===== src/rtl/bch_encoder.sv =====
// bch_encoder: systematic BCH(15,7) encoder over GF(16).
// Parity is produced serially by an LFSR dividing by g(x) = 0x1D1.
module bch_encoder (
  input  logic        clk,
  input  logic        rst,
  input  logic        in_valid,
  output logic        in_ready,
  input  logic [6:0]  in_msg,
  output logic        out_valid,
  input  logic        out_ready,
  output logic [14:0] out_code,
  output logic        busy
);

  typedef enum logic [1:0] {
    IDLE,
    SHIFT,
    DONE
  } state_t;

  state_t     state;
  state_t     state_n;
  logic [6:0] msg_reg;
  logic [6:0] msg_n;
  logic [7:0] p;
  logic [7:0] p_n;
  logic [2:0] cnt;
  logic [2:0] cnt_n;
  logic       fb;

  assign in_ready = (state == IDLE) && !rst;

  always_comb begin
    state_n = state;
    msg_n   = msg_reg;
    p_n     = p;
    cnt_n   = cnt;
    fb      = msg_reg[cnt] ^ p[7];
    unique case (state)
      IDLE: begin
        if (in_valid) begin
          msg_n   = in_msg;
          p_n     = 8'h00;
          cnt_n   = 3'd6;
          state_n = SHIFT;
        end
      end
      SHIFT: begin
        // MSB-first division step; g(x) minus its x^8 term is 0xD1
        p_n = {p[6:0], 1'b0} ^ (fb ? 8'hD1 : 8'h00);
        if (cnt == 3'd0) begin
          state_n = DONE;
        end else begin
          cnt_n = cnt - 3'd1;
        end
      end
      DONE: begin
        if (out_ready) begin
          state_n = IDLE;
        end
      end
      default: state_n = IDLE;
    endcase
  end

  always_ff @(posedge clk) begin
    if (rst) begin
      state     <= IDLE;
      msg_reg   <= 7'h00;
      p         <= 8'h00;
      cnt       <= 3'd0;
      out_valid <= 1'b0;
      out_code  <= 15'h0000;
      busy      <= 1'b0;
    end else begin
      state     <= state_n;
      msg_reg   <= msg_n;
      p         <= p_n;
      cnt       <= cnt_n;
      out_valid <= (state_n == DONE);
      busy      <= (state_n != IDLE);
      out_code  <= (state_n == DONE) ? {msg_n, p_n} : 15'h0000;
    end
  end

endmodule


===== config.mk =====
export PLATFORM = sky130hd
export DESIGN_NAME = bch_encoder
export DESIGN_NICKNAME = d
export VERILOG_FILES = /design/src/rtl/bch_encoder.sv
export SDC_FILE = /design/constraint.sdc
export NUM_CORES = 1
export LEC_CHECK = 0
export CAP_MARGIN = 25
export CORE_ASPECT_RATIO = 0.6
export CORE_MARGIN = 8
export CORE_UTILIZATION = 45
export CTS_BUF_LIST = sky130_fd_sc_hd__clkbuf_16
export DETAILED_ROUTE_END_ITERATION = 8
export PLACE_DENSITY = 0.83
export SYNTH_ARGS = -nofsm -noshare
export SYNTH_HDL_FRONTEND = slang
export SYNTH_SLANG_ARGS = --single-unit

===== constraint.sdc =====
create_clock -name clk -period 1.5 [get_ports clk]
set_input_delay 0.3 -clock clk [delete_from_list [all_inputs] [get_ports clk]]
set_output_delay 0.3 -clock clk [all_outputs]
set_load 0.01 [all_outputs]

# [After elaboration in Yosys (flattened, before gate mapping)]
# Cells that the tools add are included.
[word_totals] regBits=37 input_bits=11 out_inout_bits=18 elab_cells=39
[classes] n_addsub=1 order_cmp=1 n_eq_ne=5 mux=14 bitwise=3 n_reduce_logical=8
[ops] operator="8-bit 2-to-1 mux" n=2
[ops] operator="8-bit case mux with 2 select lines" n=1
[ops] operator="7-bit 2-to-1 mux" n=2
[ops] operator="8-bit bitwise XOR" n=1
[ops] operator="2-bit 2-to-1 mux" n=3
[ops] operator="3-bit 2-to-1 mux" n=2
[ops] operator="2-bit case mux with 3 select lines" n=1
[ops] operator="3-bit case mux with 2 select lines" n=1
[ops] operator="2-bit == test, second input constant" n=2
[ops] operator="3-bit by 4-bit less-than comparator with 1-bit output, second input constant" n=1
[ops] operator="2-bit inequality test, second input constant" n=2
[ops] operator="2-bit nonzero test" n=2
[ops] operator="1-bit binary-select mux with 3-bit select" n=1
[ops] operator="3-bit logical NOT" n=1
[ops] operator="3-bit AND reduction" n=1
[ops] operator="3-bit by 1-bit subtractor with 3-bit output, second input constant" n=1
[ops] operator="2-bit by 1-bit == test with 1-bit output, second input constant" n=1
[ops] operator="2-bit logical NOT" n=1
[ops] operator="2-bit OR reduction" n=1
[ops] operator="1-bit logical AND" n=1
[ops] operator="1-bit logical NOT" n=1
[ops] operator="1-bit 2-to-1 mux" n=1
[ops] operator="1-bit NOT" n=1
[ops] operator="1-bit bitwise XOR" n=1

# [Depth between registers and ports, before layout]
# Gate-level depths: netlist of run 1.
[logic_depth] word_depth=6 depth_mapped=9 ltp_nobuf=7

# [Worst setup path after synthesis of run 1]
# No wires, ideal clock.
[synth_path] path_type="register to register" from="register cnt[0]" to="register out_code[6]" setup_ns=0.126 arrival_ns=1.521 t_required_ns=1.374 slack_ns=-0.147 path_stages_with_launch=10 path_buffers=2 synth_period_minus_slack_ns=1.647 cell_sequence="dfxtp_1 -> buf_6 -> inv_1 -> ha_1 -> and4bb_2 -> o21ai_1 -> buf_4 -> a211oi_1 -> a41oi_1 -> o22ai_1"
[synth_between] elab_chain_len=6 elab_cells_between_ends=12 classes_between="1 x eq/ne; 6 x mux; 3 x bitwise; 2 x reduce/logical"
[synth_lines] element="start, declared" line="27" rtl="logic [2:0] cnt;"
[synth_lines] element="start signal, assigned" line="79" rtl="cnt <= cnt_n;"
[synth_lines] element="1-bit binary-select mux with 3-bit select / 3-bit logical NOT (equally long branches)" line="38, 51"
[synth_lines] element="1-bit 2-to-1 mux (not written as such) / 2-bit 2-to-1 mux (equally long branches)" line="38, 51"
[synth_lines] element="1-bit bitwise XOR / 2-bit case mux with 3 select lines (equally long branches)" line="38, 39"
[synth_lines] element="8-bit 2-to-1 mux / 2-bit == test (equally long branches)" line="50, 82"
[synth_lines] element="8-bit bitwise XOR / 1-bit NOT (equally long branches)"
[synth_lines] element="8-bit case mux with 2 select lines / 2-bit OR reduction (equally long branches)"
[synth_lines] element="end signal, assigned" line="82" rtl="out_code <= (state_n == DONE) ? {msg_n, p_n} : 15'h0000;"
[synth_lines] element="end, declared" line="11" rtl="output logic [14:0] out_code,"
# Several ways; a longest one is shown, not always the timed one. The select of a mux whose other input is x is not followed.
# A chain may end at the register's enable or synchronous reset.

# [Worst setup path after layout of run 1]
# Ends and elaborated chain as after synthesis.

==> summary.txt, run 1 <==
Status
  • Status: finished with violations
  • Failing checks: negative setup slack

Placement
  • Port buffer count: 28
  • Placed cell count: 234
  • GPL Wtd Cong: 0.867
  • HPWL after detailed placement: 2.75 mm

Detailed routing
  • DRC: 0
  • Vias per inst: 5.20
  • DRT Pass-1 Iters: 4
  • Routed WL: 3.87 mm
  • Final ANT Viol Nets: 0
  • Starting DRT DRC Count: 76
  • Vias: 1263
  • Avg WL per Cell: 15.9 µm

Clocking
  • CTS H-Tree Depth: 2
  • Clock buffer depth: 2
  • CTS tree: done
  • Clk_lat worst skew: 0.28 ns
  • Hold_buf cts: 0
  • Reg clk slew, reported paths: 0.05 ns
  • CTS Buf Count: 5
  • Clock root buffer: clkbuf_16
  • Clock Sink Count: 37

Synth
  • Synth Register Bits: 37
  • Multiplexer share of the synthesized area: 6.83%
  • Yosys warns: 0
  • Number of library cell types mapped by synthesis: 38
  • Synth Area in Compound Gates: 16.5%
  • Cells after synthesis: 148
  • Largest family of logic cells by synthesized area: compound AO/OA/AOI/OAI gates
  • Post-Syn Area: 0.00147 mm²
  • Post-synthesis xor/xnor area fraction: 2.99%
  • Top FF cell, synth: dfxtp_1
  • Sequential area share after synthesis: 50.6%
  • EDFF count, synth: 0
  • Avg Synthesized Cell Area: 9.90 µm²
  • Async set-or-reset flop fraction in the synthesized netlist: 0%
  • Post-Synth Adder-Cell Area: 1.71%
  • Syn nets: 161
  • Simple-gate portion of the synthesized area: 16.3%

Setup path
  • Worst path cell trace: inv_4, ha_4, and4bb_2, o21ai_4, a211oi_2, a41oi_2, o22ai_1
  • R2R depth: 7
  • Crit end category: flop
  • Worst endpoint required time: 1.66 ns
  • Setup slack, reg-to-reg: -0.06 ns
  • Critical setup path kind: reg -> reg
  • Crit path max fanout: 7
  • RR Startpoint: cnt[0]
  • Worst setup path start: cnt[0]
  • CP max stage delay: 0.39 ns
  • Worst setup SP type: flop
  • Critical Path AT: 1.71 ns
  • Slowest CP cell: dfxtp_4
  • End of the critical path: out_code[6]
  • Reg-to-Reg End: out_code[6]

Timing
  • RSZ-0062 raised after global routing: true
  • Clock Skew: 0.00413 ns
  • Final setup viols: 16
  • Worst setup margin: -0.0552 ns
  • Period utilization: 104%
  • Hold WS: 0.516 ns
  • Slew Viols, Final: 0
  • Fmax: 643 MHz
  • Worst slew margin: 67.6%
  • Worst slew pin tran: 0.482 ns
  • Min Clock Period, post-route: 1.56 ns
  • Final hold violation count: 0

Floorplanning
  • Die ar.: 0.00540 mm²
  • Core area: 0.00318 mm²
  • FP Rows: 16
  • Initial Util: 46.0%
  • Die span in y: 60.2 µm
  • I/O pins: 29
  • DIE WIDTH: 89.7 µm

Power
  • Power density over the cells: 1200 mW/mm²
  • Worst IR Drop VDD: 0.817 mV
  • Leakage: 0.821 nW

Cells and area
  • Share of layout cells above drive strength 1: 28.8%
  • Commonest non-fill, non-tap cells in the layout: dfxtp_1 (34), nor2_1 (27), clkdlybuf4s50_1 (26)
  • Max reg flops: 15
  • Layout Cells excl Fill: 243
  • Final #Nets: 210
  • Most common cell after layout, fill and taps aside: dfxtp_1
  • Antenna cells: 0
  • Fin util: 68.6%
  • Area growth, synth to finish: 49.0%
  • Final-layout fill cell count: 236

Global route
  • GRT overflow: 0
  • Vias in the first global route: 1344
  • Largest net degree at the start of global routing: 21
  • Gr usage total: 15.4%
  • First-pass GRT wire length: 6.13 mm
  • Initial antenna violation count: 0

Min path
  • Worst hold start: p[0]
  • Hold WC Path Type: reg -> reg

Flow run
  • Max cap viols: 0
stage by stage:
step	setup WS (ns)	area, µm²	TNS, ns	total power [W]
2_1_floorplan	-0.0312	1500	-0.0312	0.00140
3_3_place_gp	-0.332	1940	-4.71	0.00158
3_5_place_dp	-0.358	1940	-5.88	0.00160
4_1_cts	-0.0215	2160	-0.0457	0.00262
5_1_grt	-0.120	2180	-1.59	0.00272
6_report	-0.0552	2180	-0.408	0.00263
what timing repair did:
item                                    4_1_cts  5_1_grt
endpoints found under the setup margin       21       30
buffers inserted                              2        0
resized for setup                            18        9
endpoints found under the hold margin         0        0
pin swaps                                     3        2
cell type report:
| class | instances | area (µm²) | share of cell area, % |
|---|---|---|---|
| Clock buffer | 5 | 125 | 5.73 |
| Clock inverter | 3 | 12.5 | 0.573 |
| Inverter | 6 | 27.5 | 1.26 |
| Multi-Input combinational cell | 96 | 751 | 34.4 |
| Sequential cell | 37 | 747 | 34.2 |
| Tap cell | 45 | 56.3 | 2.58 |
| Timing Repair Buffer | 51 | 464 | 21.3 |
synthesized netlist by cell type, drive strengths merged, types with 4 or more instances:
cell type / instances / share of area [%]
dfxtp: 37 / 51
nor2: 28 / 7.2
mux2i: 10 / 6.8
buf: 6 / 2.8
inv: 6 / 1.5
a22oi: 5 / 3.5
nand3: 5 / 1.7
xnor2: 5 / 3.0
o22ai: 4 / 1.7
power by group:
part           leakage [nW]  switching, W  internal [W]
clock                0.0687      0.000378      0.000600
combinational         0.450      0.000278      0.000281
sequential            0.302     0.0000523       0.00104
total                 0.821      0.000709       0.00192
kinds of logic (layout without fill, tap and decap cells):
group | count (synthesis) | in the layout
buffers and inverters | 15 | 65
AOI/OAI and AO/OA | 29 | 29
muxes | 10 | 10
xor gates and xnor gates | 5 | 5
and+or+nand+nor | 50 | 50
DFF | 37 | 37
adders and majority gates | 2 | 2
layer usage:
layer,routed length (µm),GRT usage (%),vias up
li1,-,-,618
met2,1700,23.5,41
met5,0,0,-
met3,242,5.08,9
met4,118,9.86,0
met1,1810,18.1,595
worst min path at each step:
stage | slack (ns) | end | depth (start not counted)
6_report | 0.52 | out_code[0] | 2
5_1_grt | 0.54 | out_code[0] | 2
4_1_cts | 0.52 | p[0] | 2
3_5_place_dp | 0.51 | p[0] | 2
3_3_place_gp | 0.50 | msg_reg[1] | 2
2_1_floorplan | 0.46 | p[0] | 2
worst max-delay path: cells and delay by family, from the launching register on:
kind / cells / cell delay, ns
compound gates: 4 / 0.61
fa+ha+maj: 1 / 0.15
buf+inv: 1 / 0.05
simple gates: 1 / 0.24
flops: 1 / 0.39
Power figures use the tool's default switching activity.
==> run 2, diff against run 1 <==
--- a/config.mk
+++ b/config.mk
@@ -8,10 +8,12 @@
 export CAP_MARGIN = 25
 export CORE_ASPECT_RATIO = 0.6
 export CORE_MARGIN = 8
-export CORE_UTILIZATION = 45
+export CORE_UTILIZATION = 50
 export CTS_BUF_LIST = sky130_fd_sc_hd__clkbuf_16
+export CTS_CLUSTER_SIZE = 28
 export DETAILED_ROUTE_END_ITERATION = 8
-export PLACE_DENSITY = 0.83
+export PLACE_DENSITY = 0.87
+export SLEW_MARGIN = 20
 export SYNTH_ARGS = -nofsm -noshare
 export SYNTH_HDL_FRONTEND = slang
 export SYNTH_SLANG_ARGS = --single-unit
==> constraint.sdc (replaced) <==
create_clock -name clk -period 1.6 [get_ports clk]
set_input_delay 0.32 -clock clk [delete_from_list [all_inputs] [get_ports clk]]
set_output_delay 0.32 -clock clk [all_outputs]
set_load 0.01 [all_outputs]
==> run 2 against run 1 <==
- the flow now finishes without violations
- sequential share of layout area increased by 0.83 points
- register-to-register slack gained 0.09 ns
- critical path depth unchanged
- highest routed layer unchanged
- hold slack improved by 0.023 ns
- wire length rose by 2.0%
- core utilization up 6.2 points
- combinational power is 15% lower
- critical endpoint unchanged
- clock skew decreased by 0.0017 ns
- setup slack gained 0.086 ns
==> summary.txt, run 2 (synthesized netlist as in run 1, its figures left out) <==
Status
  • Status: completed

Power
  • Sequential Power Share: 37.3%
  • Switching share of power: 23.7%
  • Internal power: 0.00209 W
  • Worst IR Drop VDD: 0.950 mV
  • Clock power share: 45.4%
  • Leakage: 0.803 nW
  • Combinational Power Share: 17.3%
  • Power density over the cells: 1290 mW/mm²
  • Switching Power: 0.000650 W

Cells and area
  • Final-layout fill cell count: 177
  • Register area: 743 µm²
  • Commonest non-fill, non-tap cells in the layout: dfxtp_1 (35), nor2_1 (28), clkdlybuf4s50_1 (27)
  • Most common cell after layout, fill and taps aside: dfxtp_1
  • Final #Nets: 203
  • Area growth, synth to finish: 44.7%
  • Share of layout cells above drive strength 1: 23.6%
  • Area of the multi-input gates: 698 µm²
  • Layout Cells excl Fill: 233
  • Antenna cells: 0
  • Max reg flops: 15

Timing
  • Fin Setup TNS: 0 ns
  • Period utilization: 98.0%
  • Clock Skew: 0.00247 ns
  • Final hold violation count: 0
  • Worst slew pin tran: 0.414 ns
  • Worst slew margin: 72.2%
  • Slew Viols, Final: 0
  • Final setup viols: 0
  • Min Clock Period, post-route: 1.57 ns
  • Fmax: 637 MHz
  • RSZ-0062 raised after global routing: true
  • Worst setup margin: 0.0312 ns

Floorplanning
  • DIE WIDTH: 85.9 µm
  • Initial Util: 51.7%
  • FP Rows: 15
  • Die span in y: 57.9 µm
  • I/O pins: 29
  • Core area: 0.00283 mm²
  • Die ar.: 0.00498 mm²

Detailed routing
  • DRC: 0
  • Met1 wire length: 1.61 mm
  • DR WL met3: 404 µm
  • Max Used Layer: met4
  • Met2 Routed Length: 1.83 mm
  • Routed WL: 3.95 mm
  • Starting DRT DRC Count: 91
  • Final ANT Viol Nets: 0
  • DRT Pass-1 Iters: 4
  • Vias: 1276
  • Avg WL per Cell: 16.9 µm
  • Vias per inst: 5.48

Placement
  • GPL Wtd Cong: 0.876
  • Pre-CTS WS: -0.290 ns
  • Placed cell count: 223
  • Port buffer count: 28
  • HPWL after detailed placement: 2.64 mm

Setup path
  • Critical setup path kind: reg -> reg
  • Worst setup SP type: flop
  • Crit path max fanout: 5
  • Crit end category: flop
  • Critical Path AT: 1.72 ns
  • Worst endpoint required time: 1.76 ns

Global route
  • GRT overflow: 0
  • Initial antenna violation count: 0
  • Vias in the first global route: 1288
  • First-pass GRT wire length: 6.21 mm
  • Largest net degree at the start of global routing: 22
  • Gr usage total: 15.8%

Min path
  • Hold WC Path Type: reg -> reg

Clocking
  • Clk_lat worst skew: 0.27 ns
  • CTS Buf Count: 5
  • CTS tree: done
  • Clock buffer depth: 2
  • Reg clk slew, reported paths: 0.06 ns
  • Clock Sink Count: 37
  • CTS H-Tree Depth: 2
  • Clock root buffer: clkbuf_16

Flow run
  • Max cap viols: 0
run 2: cell count changes in the layout (fill, tap and decap cells not counted), moves of 2 or more:
cell,delta
clkinv_1,-2
buf_4,-9
inv_1,-2
inv_4,-2
inv_2,+4
buf_6,+2
a211oi_1,+2
a211oi_2,-2
bufinv_16,+2
run 2: worst max-delay path, cell delays in order (launching register included):
cell,delay (ns)
dfxtp_1,0.35
inv_2,0.06
ha_2,0.18
and4bb_2,0.25
o21ai_4,0.23
a211oi_1,0.09
a41oi_1,0.20
o22ai_1,0.09
run 2: worst paths after layout:
kind | cells past startpoint | end | from | slack (ns)
worst max-delay path | 7 | out_code[6] | cnt[1] | 0.03
worst min-delay path | 2 | msg_reg[3] | msg_reg[3] | 0.54
worst max register to register | 7 | out_code[6] | cnt[1] | 0.03
worst min register to register | 2 | msg_reg[3] | msg_reg[3] | 0.54
run 2: cell type report:
cell class                      count  share of cell area [%]
Sequential cell                    37                    35.0
Multi-Input combinational cell     96                    32.9
Timing Repair Buffer               44                    19.5
Clock buffer                        5                    5.90
Clock inverter                      3                    3.07
Tap cell                           42                    2.48
Inverter                            6                    1.06
run 2: power groups by stage:
| stage | registers (W) | logic, W | clock network, W |
|---|---|---|---|
| after global placement | 0.00103 | 0.000400 | 0 |
| after detailed placement | 0.00103 | 0.000421 | 0 |
| after global routing | 0.00103 | 0.000500 | 0.00130 |
| after floorplan | 0.00102 | 0.000279 | 0 |
| final | 0.00102 | 0.000473 | 0.00124 |
| after CTS | 0.00101 | 0.000436 | 0.00126 |
run 2: metal layers:
layer	up-vias	track usage [%]
met4	0	6.93
met2	76	24.6
li1	600	-
met3	13	6.20
met1	587	18.9
met5	-	0
run 2: timing repair:
| item | in CTS | in global routing |
|---|---|---|
| endpoints found under the setup margin | 6 | 23 |
| resized for setup | 3 | 18 |
| hold buffers | 0 | 0 |
| pin swaps | 1 | 5 |
| buffers inserted | 2 | 0 |
run 2: stage by stage:
step	util, %	hold slack, ns	power [W]	cell area [µm²]
6_report	74.8	0.539	0.00274	2120
5_1_grt	74.8	0.551	0.00283	2120
3_5_place_dp	65.4	0.519	0.00145	1850
4_1_cts	72.9	0.540	0.00271	2070
3_3_place_gp	65.4	0.501	0.00143	1850
2_1_floorplan	-	0.464	0.00130	1470
==> variant (config.mk and constraints of run 2) <==
Make the reset (`rst`) asynchronous in one clocked block.
--- a/src/rtl/bch_encoder.sv
+++ b/src/rtl/bch_encoder.sv
@@ -63,7 +63,7 @@
     endcase
   end
 
-  always_ff @(posedge clk) begin
+  always_ff @(posedge clk or posedge rst) begin
     if (rst) begin
       state     <= IDLE;
       msg_reg   <= 7'h00;
Check against the original RTL: differs if rst is asserted again (counterexample within 4 cycles, from zero or initial values and one cycle with rst high); with rst held inactive, the same outputs for 10 cycles.
==> variant against run 2 <==
The flow now finishes with violations (setup timing); synthesized area is 6.7% higher; synthesized cell count down 20%; routed wire length is 10% lower; fmax fell by 12%; sequential share of layout area increased by 6.2 points; worst setup slack got worse by 210 ps; final area rose by 6.0%; final cell count fell by 8.6%; first-iteration DRC count decreased by 38%; sequential cell count is the same; die area increased by 5.1%.
Power is not compared: it rests on default switching activity, and its combinational part moved more than twofold at a synthesized area within 25%.
==> variant: results (changes against run 2) <==
detailed_routing:
  wl_um: 3540  # -10%
  drtPass1Iterations: 4  # unchanged
  drtIter0Drc: 56  # -38%
  vias_per_cell: 5.26  # -3.9%
  antenna_left: 0  # unchanged
finish:
  largest_reg_flops: 15  # unchanged
  nets: 184  # -9.4%
  drive_gt1_share_pct: 30.4  # +6.8 points
  antennaDiodeCount: 0  # unchanged
clocking:
  cts_buffers: 5  # unchanged
  root_buffer: "clkbuf_16"
  cts_max_level: 2  # unchanged
  insertion_delay_ps: 280
  clk_pin_slew_ps: 50
  cts_buffer_depth: 2  # unchanged
sta:
  setup_viol: 8  # +8
  fin_ws_ps: -174  # -206 ps
  worst_pin_slew_ps: 301  # -113 ps
  skew_ps: 4.51  # +2.04 ps
  setup_tns_ps: -886  # -886 ps
power:
  vdd_drop_max_uv: 1020
  p_leak_nw: 1.04
synth:
  seq_area_frac_synth_pct: 59.2  # +8.7 points
  synthFlopType: "dfrtp_1"
  syn-num-nets: 132  # -18%
  yosysWarnings: 0  # unchanged
  synth_area_leaders: "dfrtp_1 59%, mux2_2 5.0%, and2_1 4.4%"
  yosys-top-cells-count: "37 x dfrtp_1, 11 x and2_1, 7 x mux2_2"
  async_flop_share_pct: 100  # +100 points
  synth_cell_types: 33  # -13%
place:
  gp_congestion: 0.829  # -5.3%
  post-place-ws_ps: -214  # +75.8 ps
  hpwl_um: 2360  # -11%
  numPortBuffers: 28  # unchanged
grt:
  antenna_found_initial: 0  # unchanged
  grt_first_pass_wirelength_um: 5530  # -11%
  gr-usage-all-layers_pct: 14.3  # -1.5 points
  grt_max_degree: 38  # +73%
  grt_pass1_vias: 1177  # -8.6%
run_status:
  status: "finished, violations left"
  violations: "setup timing"
setup_path:
  worstPathMaxFanout: 7  # +2
  arrival_ps: 1960  # +240 ps
min_path:
  hp-class: "input pin to asynchronous set/reset pin"
==> variant: kinds of logic after synthesis <==
group / synth area share, %
flops: 59.2
simple gates: 13.5
compound gates: 8.81
mux: 9.69
buf+inv: 3.12
xor+xnor: 4.00
fa+ha+maj: 1.60
==> variant: final timing paths <==
check | startpoint | end | slack [ps] | depth (start not counted)
setup / recovery | cnt[1] | out_code[4] | -170 | 4
setup reg to reg | cnt[1] | out_code[4] | -170 | 4
hold / removal | rst | busy | 420 | 3
hold reg to reg | p[0] | p[0] | 520 | 2
max in group asynchronous | rst | cnt[1] | 980 | 3
min in group clk | p[0] | p[0] | 520 | 2
==> variant: what timing repair did <==
item,4_1_cts,5_1_grt
pin swaps,4,3
setup buffers,0,3
setup endpoints to repair,20,23
resized for setup,2,13
==> variant: area by class of cell <==
| type | count | area (µm²) |
|---|---|---|
| Multi-Input combinational cell | 72 | 621 |
| Clock inverter | 2 | 35.0 |
| Fill cell | 191 | 679 |
| Inverter | 6 | 27.5 |
| Clock buffer | 5 | 125 |
| Sequential cell | 37 | 927 |
| Timing Repair Buffer | 49 | 460 |
| Tap cell | 42 | 52.6 |
==> variant: critical path, stage by stage, from the launching register on <==
cell and delay, ps:
dfrtp_2 400, mux4_2 530, mux2_4 330, xnor3_1 210, o22ai_1 200
==> variant: stage by stage <==
stage | cell area, µm² | std cells | utilization, %
after floorplan | 1570 | 119 | -
after global placement | 2020 | 203 | 69.0
after detailed placement | 2020 | 203 | 69.0
after CTS | 2180 | 210 | 74.5
after global routing | 2250 | 213 | 76.8
final | 2250 | 213 | 76.8
==> variant: routing by layer <==
layer | wire length (µm) | global-route usage, %
met1 | 1540 | 16.4
met2 | 1690 | 22.1
met3 | 278 | 7.61
met4 | 38 | 5.01
met5 | 0 | 0
==> variant: power breakdown <==
part | switching [mW] | internal, mW
clock | 0.344 | 0.722
sequential | 0.248 | 1.25
combinational | 0.848 | 1.05
